--- src/rtl/pzvip_tilelink_types_pkg.sv ---
// rtl/pzvip_tilelink_types_pkg.sv - TileLink channel/error enums and opcode decode helpers
package pzvip_tilelink_types_pkg;

    typedef enum logic [1:0] {
        PZVIP_TILELINK_CHANNEL_A = 2'd0,
        PZVIP_TILELINK_CHANNEL_B = 2'd1,
        PZVIP_TILELINK_CHANNEL_C = 2'd2,
        PZVIP_TILELINK_CHANNEL_D = 2'd3
    } pzvip_tilelink_channel;

    typedef enum logic [1:0] {
        TRACKER_ERROR_NONE          = 2'd0,
        TRACKER_ERROR_HEADER_CHANGE = 2'd1,
        TRACKER_ERROR_VALID_DROP    = 2'd2,
        TRACKER_ERROR_SIZE_ILLEGAL  = 2'd3
    } pzvip_tilelink_tracker_error;

    typedef enum logic {
        TRACKER_IDLE  = 1'b0,
        TRACKER_BURST = 1'b1
    } pzvip_tilelink_tracker_state;

    function automatic int tracker_beat_width(input int data_width, input int max_size_log2);
        int w;
        w = max_size_log2 - $clog2(data_width / 8);
        return (w > 1) ? w : 1;
    endfunction

    function automatic logic is_channel_opcode_having_data(
        input pzvip_tilelink_channel channel,
        input logic [2:0]            opcode
    );
        case (channel)
            PZVIP_TILELINK_CHANNEL_A, PZVIP_TILELINK_CHANNEL_B: return opcode <= 3'd3;
            PZVIP_TILELINK_CHANNEL_C: return (opcode == 3'd1) || (opcode == 3'd5) || (opcode == 3'd7);
            default:                  return (opcode == 3'd1) || (opcode == 3'd5);
        endcase
    endfunction

endpackage

--- src/rtl/pzvip_tilelink_beat_calc.sv ---
// rtl/pzvip_tilelink_beat_calc.sv - combinational (channel, opcode, size) to last beat index
module pzvip_tilelink_beat_calc
    import pzvip_tilelink_types_pkg::*;
#(
    parameter int  DATA_WIDTH    = 64,
    parameter int  MAX_SIZE_LOG2 = 12,
    localparam int SIZE_WIDTH    = $clog2(MAX_SIZE_LOG2 + 1),
    localparam int BEAT_WIDTH    = tracker_beat_width(DATA_WIDTH, MAX_SIZE_LOG2)
)(
    input  logic [1:0]            i_channel,
    input  logic [2:0]            i_opcode,
    input  logic [SIZE_WIDTH-1:0] i_size,
    output logic [BEAT_WIDTH-1:0] o_last_index,
    output logic                  o_size_illegal
);
    localparam int BYTES_LOG2 = $clog2(DATA_WIDTH / 8);
    localparam int CALC_WIDTH = MAX_SIZE_LOG2 + 1;

    logic                  w_has_data;
    logic [CALC_WIDTH-1:0] w_last_index;

    assign w_has_data     = is_channel_opcode_having_data(pzvip_tilelink_channel'(i_channel), i_opcode);
    assign o_size_illegal = i_size > SIZE_WIDTH'(MAX_SIZE_LOG2);

    // Oversized data messages saturate at 2^BEAT_WIDTH beats.
    always_comb begin
        w_last_index = '0;
        if (w_has_data) begin
            if (o_size_illegal) begin
                w_last_index = {CALC_WIDTH{1'b1}} >> (CALC_WIDTH - BEAT_WIDTH);
            end else if (i_size > SIZE_WIDTH'(BYTES_LOG2)) begin
                w_last_index = (CALC_WIDTH'(1) << (i_size - SIZE_WIDTH'(BYTES_LOG2))) - CALC_WIDTH'(1);
            end
        end
    end

    assign o_last_index = BEAT_WIDTH'(w_last_index);

endmodule

--- src/rtl/pzvip_tilelink_message_tracker.sv ---
// rtl/pzvip_tilelink_message_tracker.sv - per-channel TileLink beat counter with done pulse
// Protocol error checks compiled in with PZVIP_TILELINK_MESSAGE_TRACKER_CHECK_EN.
module pzvip_tilelink_message_tracker
    import pzvip_tilelink_types_pkg::*;
#(
    parameter int  CHANNEL       = 0,
    parameter int  DATA_WIDTH    = 64,
    parameter int  ADDRESS_WIDTH = 64,
    parameter int  SOURCE_WIDTH  = 8,
    parameter int  MAX_SIZE_LOG2 = 12,
    localparam int SIZE_WIDTH    = $clog2(MAX_SIZE_LOG2 + 1),
    localparam int BEAT_WIDTH    = tracker_beat_width(DATA_WIDTH, MAX_SIZE_LOG2)
)(
    input  logic                     i_clk,
    input  logic                     i_rst_n,
    input  logic                     i_valid,
    input  logic                     i_ready,
    input  logic [2:0]               i_opcode,
    input  logic [2:0]               i_param,
    input  logic [SIZE_WIDTH-1:0]    i_size,
    input  logic [SOURCE_WIDTH-1:0]  i_source,
    input  logic [ADDRESS_WIDTH-1:0] i_address,
    output logic                     o_first,
    output logic                     o_last,
    output logic [BEAT_WIDTH-1:0]    o_beat_index,
    output logic                     o_message_done,
    output logic                     o_error,
    output logic [1:0]               o_error_code
);
    pzvip_tilelink_tracker_state r_state;
    logic [BEAT_WIDTH-1:0]       r_count;
    logic [2:0]                  r_opcode;
    logic [SIZE_WIDTH-1:0]       r_size;
    logic                        r_message_done;

    logic [1:0]                  w_channel;
    logic                        w_accept;
    logic                        w_start_burst;
    logic [BEAT_WIDTH-1:0]       w_live_last_index;
    logic [BEAT_WIDTH-1:0]       w_captured_last_index;
    logic                        w_live_size_illegal;
    logic                        w_captured_size_unused;

    assign w_channel = 2'(CHANNEL);
    assign w_accept  = i_valid && i_ready;

    pzvip_tilelink_beat_calc #(
        .DATA_WIDTH    (DATA_WIDTH),
        .MAX_SIZE_LOG2 (MAX_SIZE_LOG2)
    ) u_live_calc (
        .i_channel      (w_channel),
        .i_opcode       (i_opcode),
        .i_size         (i_size),
        .o_last_index   (w_live_last_index),
        .o_size_illegal (w_live_size_illegal)
    );

    pzvip_tilelink_beat_calc #(
        .DATA_WIDTH    (DATA_WIDTH),
        .MAX_SIZE_LOG2 (MAX_SIZE_LOG2)
    ) u_captured_calc (
        .i_channel      (w_channel),
        .i_opcode       (r_opcode),
        .i_size         (r_size),
        .o_last_index   (w_captured_last_index),
        .o_size_illegal (w_captured_size_unused)
    );

    // In IDLE the message length comes from the live header, in BURST from the captured one.
    assign o_first        = (r_state == TRACKER_IDLE);
    assign o_last         = (r_count == (o_first ? w_live_last_index : w_captured_last_index));
    assign o_beat_index   = r_count;
    assign o_message_done = r_message_done;
    assign w_start_burst  = o_first && w_accept && (w_live_last_index != '0);

    always_ff @(posedge i_clk or negedge i_rst_n) begin
        if (!i_rst_n) begin
            r_state        <= TRACKER_IDLE;
            r_count        <= '0;
            r_opcode       <= '0;
            r_size         <= '0;
            r_message_done <= 1'b0;
        end else begin
            r_message_done <= w_accept && o_last;
            case (r_state)
                TRACKER_IDLE: begin
                    if (w_start_burst) begin
                        r_state  <= TRACKER_BURST;
                        r_count  <= BEAT_WIDTH'(1);
                        r_opcode <= i_opcode;
                        r_size   <= i_size;
                    end
                end
                TRACKER_BURST: begin
                    if (w_accept) begin
                        if (o_last) begin
                            r_state <= TRACKER_IDLE;
                            r_count <= '0;
                        end else begin
                            r_count <= r_count + 1'b1;
                        end
                    end
                end
            endcase
        end
    end

`ifdef PZVIP_TILELINK_MESSAGE_TRACKER_CHECK_EN
    localparam int HEADER_WIDTH = 6 + SIZE_WIDTH + SOURCE_WIDTH + ADDRESS_WIDTH;

    logic [HEADER_WIDTH-1:0]     r_header;
    logic [HEADER_WIDTH-1:0]     r_prev_header;
    logic                        r_prev_hold;
    logic                        r_error;
    pzvip_tilelink_tracker_error r_error_code;

    logic [HEADER_WIDTH-1:0]     w_live_header;
    logic                        w_header_change;
    logic                        w_valid_drop;
    logic                        w_size_illegal;

    assign w_live_header   = {i_opcode, i_param, i_size, i_source, i_address};
    assign w_header_change = (r_state == TRACKER_BURST) && i_valid && (w_live_header != r_header);
    assign w_valid_drop    = r_prev_hold && (!i_valid || (w_live_header != r_prev_header));
    assign w_size_illegal  = i_valid && w_live_size_illegal;

    // Only the first error is recorded; it stays until reset.
    always_ff @(posedge i_clk or negedge i_rst_n) begin
        if (!i_rst_n) begin
            r_header      <= '0;
            r_prev_header <= '0;
            r_prev_hold   <= 1'b0;
            r_error       <= 1'b0;
            r_error_code  <= TRACKER_ERROR_NONE;
        end else begin
            r_prev_hold   <= i_valid && !i_ready;
            r_prev_header <= w_live_header;
            if (w_start_burst) begin
                r_header <= w_live_header;
            end
            if (!r_error) begin
                if (w_header_change) begin
                    r_error      <= 1'b1;
                    r_error_code <= TRACKER_ERROR_HEADER_CHANGE;
                end else if (w_valid_drop) begin
                    r_error      <= 1'b1;
                    r_error_code <= TRACKER_ERROR_VALID_DROP;
                end else if (w_size_illegal) begin
                    r_error      <= 1'b1;
                    r_error_code <= TRACKER_ERROR_SIZE_ILLEGAL;
                end
            end
        end
    end

    assign o_error      = r_error;
    assign o_error_code = r_error_code;
`else
    logic w_unused_inputs;

    assign w_unused_inputs = ^{i_param, i_source, i_address, w_live_size_illegal};
    assign o_error         = 1'b0;
    assign o_error_code    = 2'd0;
`endif

endmodule

--- config.mk ---
export PLATFORM = sky130hd
export DESIGN_NAME = pzvip_tilelink_message_tracker
export DESIGN_NICKNAME = d
export VERILOG_FILES = /design/src/rtl/pzvip_tilelink_types_pkg.sv /design/src/rtl/pzvip_tilelink_beat_calc.sv /design/src/rtl/pzvip_tilelink_message_tracker.sv
export SDC_FILE = /design/constraint.sdc
export NUM_CORES = 1
export LEC_CHECK = 0
export ABC_AREA = 1
export BUFFER_PORTS_ARGS = -buffer_cell sky130_fd_sc_hd__buf_2
export CORE_ASPECT_RATIO = 0.5
export CORE_MARGIN = 10
export CORE_UTILIZATION = 35
export CTS_CLUSTER_DIAMETER = 150
export DETAILED_ROUTE_END_ITERATION = 16
export MAX_ROUTING_LAYER = met4
export PLACE_DENSITY = 0.75
export SKIP_CTS_REPAIR_TIMING = 1
export SLEW_MARGIN = 15
export SYNTH_ARGS = -nofsm -noshare
export SYNTH_HDL_FRONTEND = slang
export SYNTH_SLANG_ARGS = --single-unit
--- constraint.sdc ---
create_clock -name i_clk -period 2.26 [get_ports i_clk]
set_input_delay 0.452 -clock i_clk [delete_from_list [all_inputs] [get_ports i_clk]]
set_output_delay 0.452 -clock i_clk [all_outputs]
set_load 0.1 [all_outputs]
==> results.json, run 1 <==
{
  "outcome": "complete, but fails checks",
  "failed_checks": "setup timing",
  "cap_violations": 0,
  "hold_viol_final": 0,
  "synth_area_sq_um": 1490,
  "drive_above_1_share_pct": 30.9,
  "rows": 16,
  "hold_slack_ns": 0.105,
  "gp_congestion": 0.896,
  "clk_pin_slew_worst_paths_ns": 0.07,
  "clock_sinks": 16,
  "htreeDepth": 1,
  "yosys.area.top_type": "dfrtp_1",
  "clkLatencyLatePin_ns": 0.26,
  "grt_pass1_vias": 1660,
  "io_pins": 101,
  "antenna_found_initial": 0,
  "drt-total-wl_um": 4200,
  "path_class": "reg2out",
  "num-nets-final": 394,
  "core_sq_um": 4000,
  "root_buffer": "clkbuf_8",
  "max_freq_ghz": 0.379,
  "drtAntennaViolNets": 0,
  "end_kind": "output port",
  "fin_tns_setup_ns": -0.378,
  "die_y_um": 66.2,
  "ys_seq_area_share_pct": 26.8,
  "filler_cell_count": 399,
  "grt_usage_pct": 11.4,
  "final_common_cell": "nand2_1",
  "setup_slack_ns": -0.378,
  "ys_types": 27,
  "dr.pass1.iters": 4,
  "crit_required_ns": 1.81,
  "rsz0062_at_grt": "yes",
  "die_width_um": 112,
  "p_leak_nw": 1.08,
  "netlist.area_leader.share_pct": 26.8,
  "drc": 0,
  "crit_fanout": 6,
  "port_buffers": 20,
  "start_util_pct": 37.3,
  "peakVddDrop_mv": 1.11,
  "cp_data_arrival_time_ns": 2.19,
  "ys_ff_latch": 16,
  "worstSetupStartpointType": "flip-flop",
  "min_period_over_period_pct": 117,
  "mostFrequentLayoutCells": "nand2_1, buf_4, inv_1, nand3_1, nor2_1",
  "min_period_ns": 2.64,
  "power_density_nw_per_um2": 1560,
  "setup-violations-final": 1,
  "hp-class": "in2async",
  "avgSynthCellArea_sq_um": 5.95,
  "drt_iter0_markers": 111,
  "wl_per_cell_um": 11.7,
  "tritoncts": "done",
  "vias_per_cell": 4.80,
  "clockBufferDepth": 2,
  "place_ws_ns": -0.263,
  "num_vias": 1717,
  "dp_hpwl_um": 3420,
  "netlist_top_cells_area": "dfrtp_1, nand2_1, nand3_1, inv_1, nor2_1",
  "final_max_slew_viol_count": 0,
  "fin_skew_ns": 0.00721,
  "area_growth_pct": 34.2,
  "grt_overflow": 0,
  "cts_buffers": 3,
  "dieArea_sq_um": 7440,
  "synth_cells": 251,
  "yosysWarnings": 0,
  "antenna_cells": 0,
  "grt_max_degree": 17,
  "grt_pass1_wl_um": 7020,
  "total_power_w": 0.00312,
  "postLayoutCoreUtil_pct": 50.1
}
through the flow:
step                cells  instance area (sq um)
global placement      353                   1910
floorplan             253                   1530
global route          358                   2000
detailed placement    353                   1910
CTS                   357                   1960
finish                358                   2000
power by group:
part | total, W | internal [W] | switching, W
Clock | 0.000266 | 0.000155 | 0.000111
Sequential | 0.000588 | 0.000419 | 0.000169
Combinational | 0.00227 | 0.000725 | 0.00154
Total | 0.00312 | 0.00130 | 0.00182
layer usage:
layer  global-route usage [%]  wire, um  vias up
met5                        -         0        -
met4                     5.19        98        0
met3                     1.45       185       10
met2                     20.4      2020       51
met1                     12.6      1900      766
li1                         -         -      890
worst max-delay path, stage by stage, from the launching register on:
cell and delay [ns]:
dfrtp_2 0.46, nor2_4 0.13, nand3_2 0.09, ha_4 0.19
nand3b_1 0.16, nand3_1 0.09, nand2_1 0.09, nand3_1 0.08
nand2_1 0.05, nor2_1 0.09, nand2_1 0.06, nor2_2 0.09
nand2_2 0.08, clkinvlp_4 0.08, buf_12 0.16
cell usage after synthesis, drive strengths merged:
master  count
nand2      88
inv        37
nor2       30
nand3      29
o21ai      19
dfrtp      16
a21oi       6
buf         5
nor3        5
xor2        4
ha          3
nand4       2
or2         2
a22oi       1
clkbuf      1
conb        1
nand3b      1
nor4        1
state kept, by name (all words and copies together), names as in the netlist:
name and flops:
r_state 1, r_opcode 1, o_message_done 1, r_size 4
o_beat_index 9
path summary, 6_finish.rpt:
| check | startpoint | endpoint | cells after the start | slack [ns] |
|---|---|---|---|---|
| hold / removal | i_rst_n | r_size[1] | 1 | 0.10 |
| min in group i_clk | i_ready | o_message_done | 3 | 0.49 |
| max in group asynchronous | i_rst_n | o_beat_index[7] | 1 | 1.84 |
| setup / recovery | r_size[3] | o_last | 14 | -0.38 |
| hold reg to reg | r_opcode[2] | r_opcode[2] | 2 | 0.54 |
| setup reg to reg | r_size[3] | r_state | 15 | 0.12 |
cell type report:
class / count / area, sq um / area share, %
Clock buffer: 4 / 55.1 / 2.75
Inverter: 37 / 148 / 7.37
Multi-Input combinational cell: 194 / 961 / 47.9
Sequential cell: 16 / 410 / 20.5
Tap cell: 54 / 67.6 / 3.37
Timing Repair Buffer: 53 / 363 / 18.1
cell families after synthesis:
family                     share of synthesized area [%]
xor gates and xnor gates                            2.34
and+or+nand+nor                                     46.8
other                                              0.251
adders and majority gates                           2.51
AOI/OAI and AO/OA                                   9.13
buffers and inverters                               12.1
DFF                                                 26.8
No activity file was read; power rests on OpenSTA's default activity.
==> inputs of run 2 (changes only) <==
CORE_MARGIN = 1   (was 10)
==> results.json, run 2 (synthesized netlist as in run 1, its figures left out) <==
{
  "tritoncts": "done",
  "cts_buffers": 3,
  "mostFrequentLayoutCells": "nand2_1, buf_4, inv_1, nand3_1, nor2_1",
  "grt_usage_pct": 19.3,
  "peakVddDrop_mv": 0.824,
  "dr.pass1.iters": 4,
  "p_leak_nw": 1.09,
  "num-nets-final": 396,
  "crit_path_cell_trace": "buf_4 -> buf_4 -> inv_1 -> nand2_1 -> inv_1 -> o21ai_1 -> or2_2 -> nand3_1 -> nor2_1 -> nand2_1 -> nor2_2 -> nand2_2 -> clkinvlp_4 -> buf_12",
  "min_period_over_period_pct": 117,
  "setup_slack_ns": -0.389,
  "area_growth_pct": 35.3,
  "drt_iter0_markers": 131,
  "die_y_um": 48.2,
  "crit_fanout": 5,
  "vias_per_cell": 4.88,
  "dr_wl_met3_um": 168,
  "drc": 0,
  "drtAntennaViolNets": 0,
  "hp-class": "in2async",
  "max_stage_delay_ns": 0.45,
  "drive_above_1_share_pct": 31.0,
  "root_buffer": "clkbuf_8",
  "worstSetupStartpointType": "flip-flop",
  "end_kind": "output port",
  "power_density_nw_per_um2": 1570,
  "outcome": "complete, but fails checks",
  "grt_overflow": 0,
  "rsz0062_at_grt": "yes",
  "grt_pass1_vias": 1562,
  "fin_skew_ns": 0.00618,
  "antenna_cells": 0,
  "largest_register_ffs": 9,
  "drt-total-wl_um": 4190,
  "gp_congestion": 0.926,
  "dp_hpwl_um": 3210,
  "path_class": "reg2out",
  "postLayoutCellArea_sq_um": 2020,
  "wl_per_cell_um": 11.7,
  "final_common_cell": "nand2_1",
  "grt_max_degree": 17,
  "failed_checks": "setup timing",
  "core_sq_um": 4000,
  "routed.top_layer": "met4",
  "grt_pass1_wl_um": 6470,
  "max_freq_ghz": 0.378,
  "antenna_found_initial": 0,
  "clkLatencyLatePin_ns": 0.26,
  "cp_data_arrival_time_ns": 2.20,
  "rows": 16,
  "num_vias": 1756,
  "wl_met1_um": 1940,
  "wl_met2_um": 2000,
  "final_max_slew_viol_count": 0,
  "dpl.cell_count": 352,
  "dieArea_sq_um": 4550,
  "path_delay_family": "simple AND/OR/NAND/NOR gates",
  "crit_buf_inv": 6,
  "start_util_pct": 37.3,
  "setup-violations-final": 1,
  "postLayoutCoreUtil_pct": 50.5,
  "cap_violations": 0,
  "crit_required_ns": 1.81,
  "clock_sinks": 16,
  "slowest_stage": "dfrtp_2",
  "die_width_um": 94.4,
  "final_cell_count_no_fill": 360,
  "port_buffers": 20,
  "place_ws_ns": -0.235,
  "dpl_cell_area_sq_um": 1900,
  "min_period_ns": 2.65,
  "io_pins": 101,
  "clk_pin_slew_worst_paths_ns": 0.08,
  "clockBufferDepth": 2,
  "htreeDepth": 1,
  "hold_viol_final": 0
}
-- run 2: cell count changes in the layout (fill, tap and decap cells not counted), sizes merged --
| cell | previous run | this run |
|---|---|---|
| buf | 53 | 55 |
-- run 2: worst register-to-register path, cell delays in order (launching register included) --
cell and delay [ns]:
dfrtp_2 0.42, inv_2 0.07, nor2_4 0.11, nand2_1 0.09, ha_4 0.18, nand3b_1 0.17, nand3_2 0.08, nand2_2 0.07
nand3_2 0.06, nand2_1 0.05, nor2_1 0.08, nand2_1 0.07, nor2_2 0.11, nand2_2 0.09, buf_4 0.19, o21ai_1 0.12
nand2_1 0.06
-- run 2: final cells by class --
class	instances	area, sq um
inverter	37	148
timing repair buffer	55	378
sequential	16	410
multi-input combinational	194	962
tap	54	67.6
clock buffer	4	55.1
fill	387	1980
-- run 2: per-layer routing --
| layer | vias to the layer above | track usage (%) |
|---|---|---|
| met4 | 0 | 8.62 |
| li1 | 894 | - |
| met5 | - | - |
| met1 | 796 | 22.2 |
| met3 | 10 | 4.05 |
| met2 | 56 | 34.1 |
-- run 2: final timing paths --
kind	slack (ns)	start	cells after the start	endpoint
setup / recovery	-0.39	r_size[3]	14	o_last
hold reg to reg	0.54	r_opcode[2]	2	r_opcode[2]
setup reg to reg	0.12	r_size[2]	16	r_state
max in group asynchronous	1.85	i_rst_n	1	o_beat_index[3]
hold / removal	0.10	i_rst_n	1	r_size[2]
min in group i_clk	0.50	i_ready	3	o_message_done
-- run 2: power breakdown --
part	switching, W	total, W	leakage, nW	internal, W
combinational	0.00156	0.00232	0.868	0.000753
clock	0.000115	0.000270	0.0288	0.000155
sequential	0.000169	0.000588	0.196	0.000419
total	0.00185	0.00317	1.09	0.00133
-- run 2: per-stage QoR --
stage | setup TNS (ns) | power [W] | hold WS, ns
finish | -0.389 | 0.00317 | 0.103
global route | -0.587 | 0.00342 | 0.132
CTS | -0.419 | 0.00304 | 0.131
detailed placement | -0.286 | 0.00276 | 0.408
global placement | -0.261 | 0.00271 | 0.391
floorplan | -0.248 | 0.00221 | 0.156
==> inputs of run 3 (changes only) <==
CELL_PAD_IN_SITES_DETAIL_PLACEMENT = 0   (was not set)
CELL_PAD_IN_SITES_GLOBAL_PLACEMENT = 1   (was not set)
CORE_UTILIZATION = 24   (was 35)
PLACE_DENSITY = 0.8   (was 0.75)
==> results.json, run 3 (synthesized netlist as in run 1, its figures left out) <==
{
  "drt_iter0_markers": 70,
  "dpl_cell_area_sq_um": 1950,
  "slowest_stage": "dfrtp_2",
  "internal-power_w": 0.00149,
  "power.share.sequential_pct": 17.8,
  "timing.rr.start": "r_size[3]",
  "final_max_slew_viol_count": 0,
  "crit_fanout": 6,
  "area_growth_pct": 43.0,
  "crit_path_cell_trace": "nor2_4 -> nand3_2 -> ha_4 -> nand3b_1 -> nand3_1 -> nand2_1 -> nand3_1 -> nand2_1 -> nor2_1 -> nand2_1 -> nor2_2 -> nand2_4 -> clkinvlp_4 -> buf_12",
  "grt_pass1_wl_um": 6840,
  "fin_skew_ns": 0.00102,
  "path_delay_family": "simple AND/OR/NAND/NOR gates",
  "num-nets-final": 396,
  "grt_pass1_vias": 1556,
  "rsz0062_at_grt": "yes",
  "r2r_slack_ns": 0.05,
  "start_util_pct": 26.1,
  "grt_overflow": 0,
  "largest_register_ffs": 9,
  "place_ws_ns": -0.268,
  "pwr-share-clk_pct": 11.4,
  "crit_required_ns": 1.81,
  "crit_top_cell": "nand2_1",
  "drt-total-wl_um": 4260,
  "core_sq_um": 5730,
  "clk_pin_slew_worst_paths_ns": 0.05,
  "antenna_found_initial": 0,
  "hold_viol_final": 0,
  "power_density_nw_per_um2": 1580,
  "cap_violations": 0,
  "postLayoutCellArea_sq_um": 2140,
  "r2r_cells": 16,
  "grt_max_degree": 17,
  "clkLatencyLatePin_ns": 0.25,
  "crit_cells": 14,
  "setup_slack_ns": -0.357,
  "r2r_end": "o_beat_index[5]",
  "filler_cell_count": 591,
  "port_buffers": 20,
  "clockBufferDepth": 2,
  "end_kind": "output port",
  "min_period_ns": 2.62,
  "fin_tns_setup_ns": -0.357,
  "antenna_cells": 0,
  "clock_sinks": 16,
  "outcome": "complete, but fails checks",
  "drive_above_1_share_pct": 31.7,
  "switchingPower_w": 0.00189,
  "cts_buffers": 3,
  "dp_hpwl_um": 3230,
  "peakVddDrop_mv": 0.505,
  "grt_usage_pct": 13.6,
  "tritoncts": "done",
  "htreeDepth": 1,
  "endpoint": "o_last",
  "mostFrequentLayoutCells": "nand2_1, buf_4, inv_1, nand3_1, nor2_1",
  "p_leak_nw": 1.13,
  "crit_buf_inv": 2,
  "cp_data_arrival_time_ns": 2.16,
  "hp-class": "in2async",
  "switching_share_pct": 55.9,
  "crit_path_start": "r_size[3]",
  "num_vias": 1738,
  "gp_congestion": 0.880,
  "rows": 19,
  "drtAntennaViolNets": 0,
  "path_class": "reg2out",
  "worstSetupStartpointType": "flip-flop",
  "die_y_um": 57.8,
  "dr.pass1.iters": 4,
  "final_common_cell": "nand2_1",
  "dieArea_sq_um": 6560,
  "failed_checks": "setup timing",
  "setup-violations-final": 1,
  "max_freq_ghz": 0.382,
  "min_period_over_period_pct": 116,
  "root_buffer": "clkbuf_16",
  "drc": 0,
  "pwr-share-comb_pct": 70.8,
  "max_stage_delay_ns": 0.45,
  "wl_per_cell_um": 10.9,
  "io_pins": 101,
  "vias_per_cell": 4.46,
  "die_width_um": 114
}
==> run 3: worst register-to-register path, delay by kind of cell (launching register included) <==
family	cells	cell delay (ns)
fa+ha+maj	1	0.19
simple gates	12	1.09
buf+inv	2	0.31
flops	1	0.45
compound gates	1	0.06
==> run 3: power by group through the flow <==
stage / combinational, W / sequential [W] / clock, W
4_1_cts: 0.00220 / 0.000580 / 0.000394
3_3_place_gp: 0.00216 / 0.000576 / 0
3_5_place_dp: 0.00219 / 0.000584 / 0
2_1_floorplan: 0.00115 / 0.00106 / 0
6_report: 0.00239 / 0.000601 / 0.000383
5_1_grt: 0.00260 / 0.000621 / 0.000407
==> run 3: worst min path at each step <==
| stage | to | slack (ns) | cells past startpoint |
|---|---|---|---|
| final | r_size[3] | 0.13 | 1 |
| after global placement | r_size[0] | 0.40 | 1 |
| after CTS | o_beat_index[8] | 0.15 | 1 |
| after global routing | o_beat_index[6] | 0.15 | 1 |
| after floorplan | o_beat_index[0] | 0.16 | 0 |
| after detailed placement | r_size[3] | 0.41 | 1 |
==> run 3: final cells by class <==
type | count | area [sq um] | share of cell area (%)
Multi-Input combinational cell | 194 | 981 | 45.9
Tap cell | 84 | 105 | 4.92
Inverter | 37 | 148 | 6.91
Sequential cell | 16 | 410 | 19.2
Timing Repair Buffer | 55 | 403 | 18.9
Clock buffer | 4 | 88.8 | 4.16
==> run 3: metrics by stage <==
stage | util (%) | instances | hold WS [ns] | total power (W)
finish | 37.3 | 390 | 0.129 | 0.00338
global route | 37.3 | 390 | 0.154 | 0.00363
CTS | 35.5 | 387 | 0.147 | 0.00317
detailed placement | 34.0 | 383 | 0.410 | 0.00277
global placement | 34.0 | 383 | 0.403 | 0.00273
floorplan | - | 253 | 0.156 | 0.00221
==> run 3: routing by layer <==
metal | track usage (%) | up-vias | part of all wire (%)
met2 | 23.0 | 32 | 49
met4 | 2.82 | 0 | 0.89
met1 | 16.8 | 806 | 46
met5 | - | - | 0
met3 | 2.93 | 4 | 4.1
li1 | - | 896 | -
